===== config.mk =====
export PLATFORM = sky130hd
export DESIGN_NAME = bioee_sweep_sequencer
export DESIGN_NICKNAME = d
export VERILOG_FILES = /design/src/rtl/bioee_pkg.sv /design/src/rtl/bioee_sweep_step.sv /design/src/rtl/bioee_sweep_sequencer.sv
export SDC_FILE = /design/constraint.sdc
export NUM_CORES = 1
export LEC_CHECK = 0
export CORE_ASPECT_RATIO = 0.7
export CORE_MARGIN = 2
export CORE_UTILIZATION = 57
export CTS_CLUSTER_DIAMETER = 40
export DETAILED_ROUTE_END_ITERATION = 6
export PLACE_DENSITY = 0.81
export SETUP_SLACK_MARGIN = 0.05
export SYNTH_ARGS = -nofsm -noshare
export SYNTH_HDL_FRONTEND = slang
export SYNTH_SLANG_ARGS = --single-unit
export TNS_END_PERCENT = 1

===== constraint.sdc =====
create_clock -name clk -period 4.9 [get_ports clk]
set_input_delay 1.225 -clock clk [delete_from_list [all_inputs] [get_ports clk]]
set_output_delay 1.225 -clock clk [all_outputs]
set_load 0.02 [all_outputs]

===== src/rtl/bioee_pkg.sv =====
// Shared encodings for the sweep sequencer: FSM states, sweep direction and default code width.
package bioee_pkg;

    localparam int CODE_W_DEF = 8;

    typedef enum logic [3:0] {
        S_IDLE   = 4'd0,
        S_WR     = 4'd1,
        S_WAIT_D = 4'd2,
        S_SET    = 4'd3,
        S_WAIT_S = 4'd4,
        S_DWELL  = 4'd5,
        S_SAMPLE = 4'd6,
        S_STEP   = 4'd7,
        S_FIN    = 4'd8
    } state_e;

    typedef enum logic {
        DIR_UP = 1'b0,
        DIR_DN = 1'b1
    } dir_e;

endpackage


===== src/rtl/bioee_sweep_step.sv =====
// Next-point logic for the triangular sweep: step, clamp to the window and turn around.
// Purely combinational; each leg includes both of its endpoints, so turnaround points are visited twice.
import bioee_pkg::*;

module bioee_sweep_step #(
    parameter int CODE_W = CODE_W_DEF
) (
    input  logic [CODE_W-1:0] code_i,
    input  logic [CODE_W-1:0] step_i,
    input  logic [CODE_W-1:0] lo_i,
    input  logic [CODE_W-1:0] hi_i,
    input  dir_e              dir_i,
    input  logic              last_cycle_i,
    output logic [CODE_W-1:0] code_o,
    output dir_e              dir_o,
    output logic              cyc_inc_o,
    output logic              fin_o
);

    logic [CODE_W:0] sum;
    logic [CODE_W:0] diff;

    assign sum  = {1'b0, code_i} + {1'b0, step_i};
    assign diff = {1'b0, code_i} - {1'b0, step_i};

    always_comb begin
        code_o    = code_i;
        dir_o     = dir_i;
        cyc_inc_o = 1'b0;
        fin_o     = 1'b0;
        if (dir_i == DIR_UP) begin
            // Sitting on hi already: repeat the point as the first of the down leg.
            if (code_i == hi_i) begin
                dir_o = DIR_DN;
            end else if (sum >= {1'b0, hi_i}) begin
                code_o = hi_i;
            end else begin
                code_o = sum[CODE_W-1:0];
            end
        end else begin
            if (code_i == lo_i) begin
                cyc_inc_o = 1'b1;
                fin_o     = last_cycle_i;
                dir_o     = DIR_UP;
            end else if (diff[CODE_W] || (diff[CODE_W-1:0] <= lo_i)) begin
                code_o = lo_i;
            end else begin
                code_o = diff[CODE_W-1:0];
            end
        end
    end

endmodule


===== src/rtl/bioee_sweep_sequencer.sv =====
// Triangular DAC sweep sequencer: write code, load DAC, dwell, strobe ADC, step; repeats for cfg_cycles.
// Latency: per point 2 + ack delays + cfg_dwell clks to adc_sample; ack waits are unbounded unless
// BIOEE_SWEEP_ACK_TIMEOUT_EN is defined, in which case an ack missing for ACK_TO clks sets err and idles.
import bioee_pkg::*;

module bioee_sweep_sequencer #(
    parameter int          CODE_W  = CODE_W_DEF,
    parameter int          DWELL_W = 16,
    parameter int          CYC_W   = 8,
    parameter int unsigned ACK_TO  = 1024
) (
    input  logic               clk,
    input  logic               rst_n,
    input  logic               start,
    input  logic               abort,
    input  logic [CODE_W-1:0]  cfg_lo,
    input  logic [CODE_W-1:0]  cfg_hi,
    input  logic [CODE_W-1:0]  cfg_step,
    input  logic [DWELL_W-1:0] cfg_dwell,
    input  logic [CYC_W-1:0]   cfg_cycles,
    output logic [CODE_W-1:0]  dac_code,
    output logic               dac_write,
    output logic               dac_set,
    input  logic               dac_ack_data,
    input  logic               dac_ack_set,
    output logic               adc_sample,
    output logic               busy,
    output logic               done,
    output logic               err,
    output logic [CYC_W-1:0]   cycle_cnt
);

    state_e             state_q;
    dir_e               dir_q, dir_d;
    logic [CODE_W-1:0]  code_q, code_d, lo_q, hi_q, step_q;
    logic [DWELL_W-1:0] dwell_q, dwell_cnt_q;
    logic [CYC_W-1:0]   cycles_q, cyc_cnt_q;
    logic               dac_write_q, dac_set_q, adc_sample_q, done_q;
    logic               cyc_inc, fin, last_cycle;
    logic [CODE_W-1:0]  lo_sw, hi_sw;

    assign lo_sw      = (cfg_lo > cfg_hi) ? cfg_hi : cfg_lo;
    assign hi_sw      = (cfg_lo > cfg_hi) ? cfg_lo : cfg_hi;
    assign last_cycle = ((cyc_cnt_q + CYC_W'(1)) == cycles_q);

    bioee_sweep_step #(.CODE_W(CODE_W)) u_step (
        .code_i       (code_q),
        .step_i       (step_q),
        .lo_i         (lo_q),
        .hi_i         (hi_q),
        .dir_i        (dir_q),
        .last_cycle_i (last_cycle),
        .code_o       (code_d),
        .dir_o        (dir_d),
        .cyc_inc_o    (cyc_inc),
        .fin_o        (fin)
    );

`ifdef BIOEE_SWEEP_ACK_TIMEOUT_EN
    localparam int TO_W = $clog2(ACK_TO) + 1;
    logic [TO_W-1:0] to_q;
    logic            err_q;
    assign err = err_q;
`else
    logic unused_ack_to;
    assign unused_ack_to = (ACK_TO == 0);
    assign err = 1'b0;
`endif

    always_ff @(posedge clk or negedge rst_n) begin
        if (!rst_n) begin
            state_q      <= S_IDLE;
            dir_q        <= DIR_UP;
            code_q       <= '0;
            lo_q         <= '0;
            hi_q         <= '0;
            step_q       <= '0;
            dwell_q      <= '0;
            dwell_cnt_q  <= '0;
            cycles_q     <= '0;
            cyc_cnt_q    <= '0;
            dac_write_q  <= 1'b0;
            dac_set_q    <= 1'b0;
            adc_sample_q <= 1'b0;
            done_q       <= 1'b0;
`ifdef BIOEE_SWEEP_ACK_TIMEOUT_EN
            to_q         <= '0;
            err_q        <= 1'b0;
`endif
        end else begin
            dac_write_q  <= 1'b0;
            dac_set_q    <= 1'b0;
            adc_sample_q <= 1'b0;
            done_q       <= 1'b0;
`ifdef BIOEE_SWEEP_ACK_TIMEOUT_EN
            // Counter only survives a cycle spent waiting for an ack.
            to_q         <= '0;
`endif
            if (abort && (state_q != S_IDLE)) begin
                state_q <= S_IDLE;
            end else begin
                case (state_q)
                    S_IDLE: if (start && !abort) begin
                        lo_q        <= lo_sw;
                        hi_q        <= hi_sw;
                        code_q      <= lo_sw;
                        step_q      <= (cfg_step == '0) ? CODE_W'(1) : cfg_step;
                        cycles_q    <= (cfg_cycles == '0) ? CYC_W'(1) : cfg_cycles;
                        dwell_q     <= cfg_dwell;
                        dir_q       <= DIR_UP;
                        cyc_cnt_q   <= '0;
`ifdef BIOEE_SWEEP_ACK_TIMEOUT_EN
                        err_q       <= 1'b0;
`endif
                        dac_write_q <= 1'b1;
                        state_q     <= S_WR;
                    end
                    S_WR, S_WAIT_D: begin
                        if (dac_ack_data) begin
                            dac_set_q <= 1'b1;
                            state_q   <= S_SET;
                        end else if (state_q == S_WR) begin
                            state_q <= S_WAIT_D;
                        end
`ifdef BIOEE_SWEEP_ACK_TIMEOUT_EN
                        else if (to_q == TO_W'(ACK_TO - 1)) begin
                            err_q   <= 1'b1;
                            state_q <= S_IDLE;
                        end else begin
                            to_q <= to_q + TO_W'(1);
                        end
`endif
                    end
                    S_SET, S_WAIT_S: begin
                        if (dac_ack_set) begin
                            if (dwell_q == '0) begin
                                adc_sample_q <= 1'b1;
                                state_q      <= S_SAMPLE;
                            end else begin
                                dwell_cnt_q <= '0;
                                state_q     <= S_DWELL;
                            end
                        end else if (state_q == S_SET) begin
                            state_q <= S_WAIT_S;
                        end
`ifdef BIOEE_SWEEP_ACK_TIMEOUT_EN
                        else if (to_q == TO_W'(ACK_TO - 1)) begin
                            err_q   <= 1'b1;
                            state_q <= S_IDLE;
                        end else begin
                            to_q <= to_q + TO_W'(1);
                        end
`endif
                    end
                    S_DWELL: begin
                        if (dwell_cnt_q == (dwell_q - DWELL_W'(1))) begin
                            adc_sample_q <= 1'b1;
                            state_q      <= S_SAMPLE;
                        end else begin
                            dwell_cnt_q <= dwell_cnt_q + DWELL_W'(1);
                        end
                    end
                    S_SAMPLE: state_q <= S_STEP;
                    S_STEP: begin
                        code_q <= code_d;
                        dir_q  <= dir_d;
                        if (cyc_inc) begin
                            cyc_cnt_q <= cyc_cnt_q + CYC_W'(1);
                        end
                        if (fin) begin
                            done_q  <= 1'b1;
                            state_q <= S_FIN;
                        end else begin
                            dac_write_q <= 1'b1;
                            state_q     <= S_WR;
                        end
                    end
                    S_FIN:   state_q <= S_IDLE;
                    default: state_q <= S_IDLE;
                endcase
            end
        end
    end

    assign dac_code   = code_q;
    assign dac_write  = dac_write_q;
    assign dac_set    = dac_set_q;
    assign adc_sample = adc_sample_q;
    assign done       = done_q;
    assign busy       = (state_q != S_IDLE);
    assign cycle_cnt  = cyc_cnt_q;

endmodule


After elaboration in Yosys (flattened, before gate mapping)
Cells that the tools add are included.
Widths: inputs -> output; s select.

word-level totals
  register bits after elaboration = 89
  output and inout port bits = 22
  logic and storage cells = 116

operators by class
  add/sub/neg operators = 5
  magnitude comparators = 3
  equality and inequality tests = 22
  multiplexer cells = 52
  bitwise logic cells = 1
  reduce and logical (&&, ||, !) cells = 19

operators by type and width
  cell                   number
  $mux 8                 12
  $mux 16                3
  $mux 4                 8
  $pmux 16 s2            1
  $pmux 8 s2             2
  $eq 8x8->1             3
  $pmux 4 s6             1
  $mux 1                 21
  $add 16x1->16 const B  1
  $eq 16x16->1           1
  $eq 4x3->1 const B     4
  $logic_not 16->1       1
  $logic_not 8->1        2
  $sub 16x1->16 const B  1
  $ne 3x3->1 const B     4
  $ne 2x2->1 const B     5
  $reduce_and 5->1       2
  $add 8x8->9            1
  $ge 9x8->1             1
  $sub 8x8->9            1
  $add 8x1->8 const B    1
  $eq 4x2->1 const B     2
  $gt 8x8->1             1
  $le 8x8->1             1
  other kinds (14)       22

Depth between registers and ports, before layout
  word-level depth = 7
  gate-level depth with buffers = 18
  gate-level depth less buffers = 16

Hierarchy
From an unflattened synthesis, not the netlist that was laid out.

unflattened totals
  cells, all modules = 790
  area total of the unflattened synthesis = 6627.6 um^2

modules (own cells, without submodules)
  module                 times used  cells an instance  area each (um^2)
  bioee_sweep_sequencer  1           576                5013.6
  bioee_sweep_step       1           214                1614.0

Worst setup path before layout
Ideal clock, no wire load.

  path kind = register -> register
  from = register code_q[0] (netlist: dac_code[0])
  to = register code_q[3] (netlist: dac_code[3])
  setup time = 126 ps
  data arrival time = 3890 ps
  data required time = 4774 ps
  path slack = 884 ps
  cell stages (with the launch flop) = 18
  path buffers = 1
  period minus slack after synthesis = 4016 ps
  path through = dfrtp_1 > ha_1 > fa_1 > nor2b_1 > o221ai_1 > a21oi_1 > nor2_1 > xnor2_1 > ha_1 > or4_1 > a21oi_1 > o211ai_1 > a21oi_1 > clkbuf_1 > nor2_1 > a21oi_1 > o21ai_0 > a221o_1

between the ends
  longest elaborated chain between the ends = 7
  elaborated cells on any way between the ends = 16
  classes of those cells = 2 x add/sub; 2 x order compare; 4 x eq/ne; 6 x mux; 2 x reduce/logical

ends and longest elaborated chain
  item                    line                          text
  from (decl)             bioee_sweep_sequencer.sv:35   logic [CODE_W-1:0] code_q, code_d, lo_q, hi_q, step_q;
  from (signal assigned)  bioee_sweep_sequencer.sv:106  code_q <= lo_sw;
  from (signal assigned)  bioee_sweep_sequencer.sv:165  code_q <= code_d;
  $sub 8x8->9             bioee_sweep_step.sv:24        assign diff = {1'b0, code_i} - {1'b0, step_i};
  $le 8x8->1              bioee_sweep_step.sv:45        end else if (diff[CODE_W] || (diff[CODE_W-1:0] <= lo_i)) begin
  $logic_or 1x1->1        bioee_sweep_step.sv:45
  $mux 8                  bioee_sweep_step.sv:45
  $mux 8                  bioee_sweep_step.sv:41        if (code_i == lo_i) begin
  $mux 8                  bioee_sweep_step.sv:31        if (dir_i == DIR_UP) begin
  $pmux 8 s2              bioee_sweep_sequencer.sv:102  case (state_q)

Parallel ways exist; a longest one is shown, timed or not. The select of a mux whose other input is x is not followed.
A chain may end at the register's enable or synchronous reset.

Worst setup path in the final report
Ends and elaborated chain as after synthesis.

==> impl_metrics.yaml <==
placement:
  gp_routability_congestion: 0.932
  portBuffers: 74
  dp.final_hpwl_um: 12800
  place_area_um2: 7360
  numPlacedInstances: 937
outcome:
  status: "finished, final reports clean"
synth:
  postSynthNetCount: 833
  dominantRegCellSynth: "dfrtp_1"
  synth_top_family_by_area: "simple AND/OR/NAND/NOR gates"
  netlist.area_leader.share_pct: 34.3
  synth_adder_area_share_pct: 8.90
  synthesis_warnings: 0
  synth-xor-area-share_pct: 7.96
  avgSynthCellArea_um2: 8.85
  ys_top_cells_by_count: "89 x dfrtp_1, 60 x nand2_1, 54 x nor2_1"
  post_synthesis_share_of_cell_area_spent_on_and_or_nand_and_nor_gates_pct: 18.2
  cell_area_synth_um2: 6490
  synth_compound_gate_area_share_pct: 16.2
  synth_sequential_area_ratio_pct: 34.3
  post_synth_mux_area_share_pct: 9.64
  netlist-cell-type-count: 63
  synth.most_common_cell: "dfrtp_1"
  synth-edff-count: 0
  synthTopCellsByArea: "dfrtp_1 34%, ha_1 8.3%, mux2_2 6.2%"
  synthArstFlopShare_pct: 100
  synthDominantAreaCellType: "dfrtp_1"
  post_syn_instances: 734
  yosys_register_bits: 89
setup_path:
  timing.critical_path.to_type: "flip-flop"
  timing.critical_path.mode_cell: "a21oi_1"
  timing.critical_path.cells: "ha_1 -> fa_1 -> nor2b_1 -> o221ai_1 -> a21oi_1 -> nor2_1 -> xnor2_1 -> ha_1 -> or4_1 -> a21oi_1 -> o211ai_1 -> a21oi_1 -> buf_4 -> nor2_1 -> a21oi_1 -> o21ai_0 -> a221o_1"
  critical_path_arrival_ns: 4.82
  crit_fanout: 12
  cp.required_ns: 5.12
  cpLargestDelayFamily: "compound AO/OA/AOI/OAI gates"
  timing.critical_path.slowest_stage_cell: "or4_1"
  number_of_buffer_and_inverter_instances_along_the_worst_setup_path: 1
  critical_path.max_stage_delay_ns: 0.53
  startpoint_type: "flip-flop"
  path_class: "flip-flop to flip-flop"
timing:
  finalCritPeriodShare_pct: 94.0
  hold_viol: 0
  fmaxAchievable_mhz: 217
  rsz0062_at_grt: "false"
  setup_violations: 0
  slew_headroom_pct: 29.9
  max_slew.worst_pin.slew_ns: 1.05
  period_needed_ns: 4.61
  setup-tns-final_ns: 0
  timing.final.max_slew_violations: 0
  fin_skew_ns: 0.0106
cts:
  cts_num_sinks: 89
  clk_pin_slew_worst_paths_ns: 0.06
  cts_repair_resize_count: 0
  clk-insertion-delay-late_ns: 0.34
  maximum_level_of_the_cts_h_tree: 3
  postCtsSetupBuffers: 0
  cts-root-buf: "clkbuf_16"
  cts_hold_buffers: 0
  cts-root-to-sink-buffers: 2
  numCtsBuffers: 9
  cts_tree: "built"
run:
  max_cap_viol_count: 0
global_route:
  grt_remaining_overflow: 0
  grt_pass1_wl_um: 27900
  grt_max_degree: 68
  antenna_found_initial: 0
  grt_pass1_vias: 5519
  grt_usage_pct: 28.4
pwr:
  cellPowerDensity_nw_per_um2: 709
  max-vdd-ir-drop_mv: 0.583
  total_power_mw: 5.43
  power.leakage_nw: 3.48
hold_path:
  hold_class: "flip-flop to flip-flop"
final_layout:
  layout.filler_cells: 867
  finish.utilization_pct: 69.3
  n_antenna_cell: 0
  stdcell_area_um2: 7650
  final_layout_size_suffix_gt1_share_pct: 8.76
  sequential_cell_area_um2: 2230
  multi_input_comb_area_um2: 3970
  areaGrowthSynthToFinish_pct: 17.9
  nets: 894
  layoutNonFillerInstCount: 952
die:
  placement_rows: 32
  io_pins: 76
  die_w_um: 132
  starting_utilization_of_the_core_area_pct: 58.8
  floorplan.die.height_um: 93.3
  floorplan.core_area_um2: 11100
  die_area_um2: 12300
routing:
  dr.first_iter.drc_count: 585
  number_of_vias_in_the_routed_layout: 5809
  detail-route-antenna-nets: 0
  detail_route.wirelength_um: 16900
  post_drt_via_cell_ratio: 6.10
  firstDrtPassIters: 7
  post_drt_wl_per_cell_um: 17.8
  drc: 0
-- tightest hold or removal path: stages, from the launching register on --
cell,delay [ns]
dfrtp_1,0.37
nand2_1,0.06
o21ai_0,0.06
-- registers in the layout (all words and copies together) (netlist names) --
| register | count |
|---|---|
| dac_code | 8 |
| dir_q | 1 |
| dwell_q | 16 |
| adc_sample | 1 |
| dac_write | 1 |
| hi_q | 8 |
| step_q | 8 |
| dac_set | 1 |
| dwell_cnt_q | 16 |
| cycle_cnt | 8 |
| state_q | 4 |
| done | 1 |
| cycles_q | 8 |
| lo_q | 8 |
-- placed cells by master, fill, tap and decap left out, types with 36 or more instances in the layout --
master / instances
a21oi_1: 45
clkdlybuf4s50_1: 73
dfrtp_1: 89
ha_1: 43
inv_1: 48
mux2_2: 36
nand2_1: 60
nor2_1: 54
o21ai_0: 48
xnor2_1: 38
-- path summary, 6_finish.rpt --
path,slack (ns),endpoint,cells past startpoint,start
max reg2reg,0.29,dac_code[3],17,dac_code[0]
min,0.53,step_q[0],2,step_q[0]
max,0.29,dac_code[3],17,dac_code[0]
min in group asynchronous,0.95,dwell_cnt_q[4],1,rst_n
min reg2reg,0.53,step_q[0],2,step_q[0]
max in group asynchronous,3.08,step_q[4],2,rst_n
-- metal layers --
| layer | vias to the layer above | track usage [%] | share of wire (%) |
|---|---|---|---|
| met5 | - | 0 | 0 |
| met3 | 19 | 6.45 | 8.8 |
| met4 | 0 | 6.52 | 1.2 |
| met2 | 262 | 41.6 | 42 |
| met1 | 2790 | 42.7 | 48 |
| li1 | 2738 | - | - |
-- where the power goes --
group	switching, mW	internal (mW)	total, mW
logic	1.84	1.51	3.35
clock network	0.290	0.395	0.685
registers	0.395	0.996	1.39
-- logic make-up (layout without fill, tap and decap cells) --
| family | after synthesis | after routing |
|---|---|---|
| and+or+nand+nor | 236 | 236 |
| adders and majority gates | 45 | 45 |
| muxes | 58 | 58 |
| DFF | 89 | 89 |
| AOI/OAI and AO/OA | 166 | 166 |
| other | 1 | 1 |
| xor gates and xnor gates | 59 | 59 |
| buffers and inverters | 80 | 145 |
-- cell type report --
| type | instances | area share [%] |
|---|---|---|
| sequential | 89 | 29.1 |
| clock inverter | 6 | 0.883 |
| timing repair buffer | 82 | 10.4 |
| clock buffer | 9 | 2.94 |
| multi-input combinational | 565 | 51.8 |
| tap | 153 | 2.50 |
| inverter | 48 | 2.35 |
-- stage by stage --
stage	hold slack (ns)	setup WS, ns
after floorplan	0.469	0.884
after global placement	0.493	0.548
after detailed placement	0.519	0.479
after CTS	0.537	0.433
after global routing	0.560	0.149
final	0.530	0.295
(Power assumes the default switching activity.)
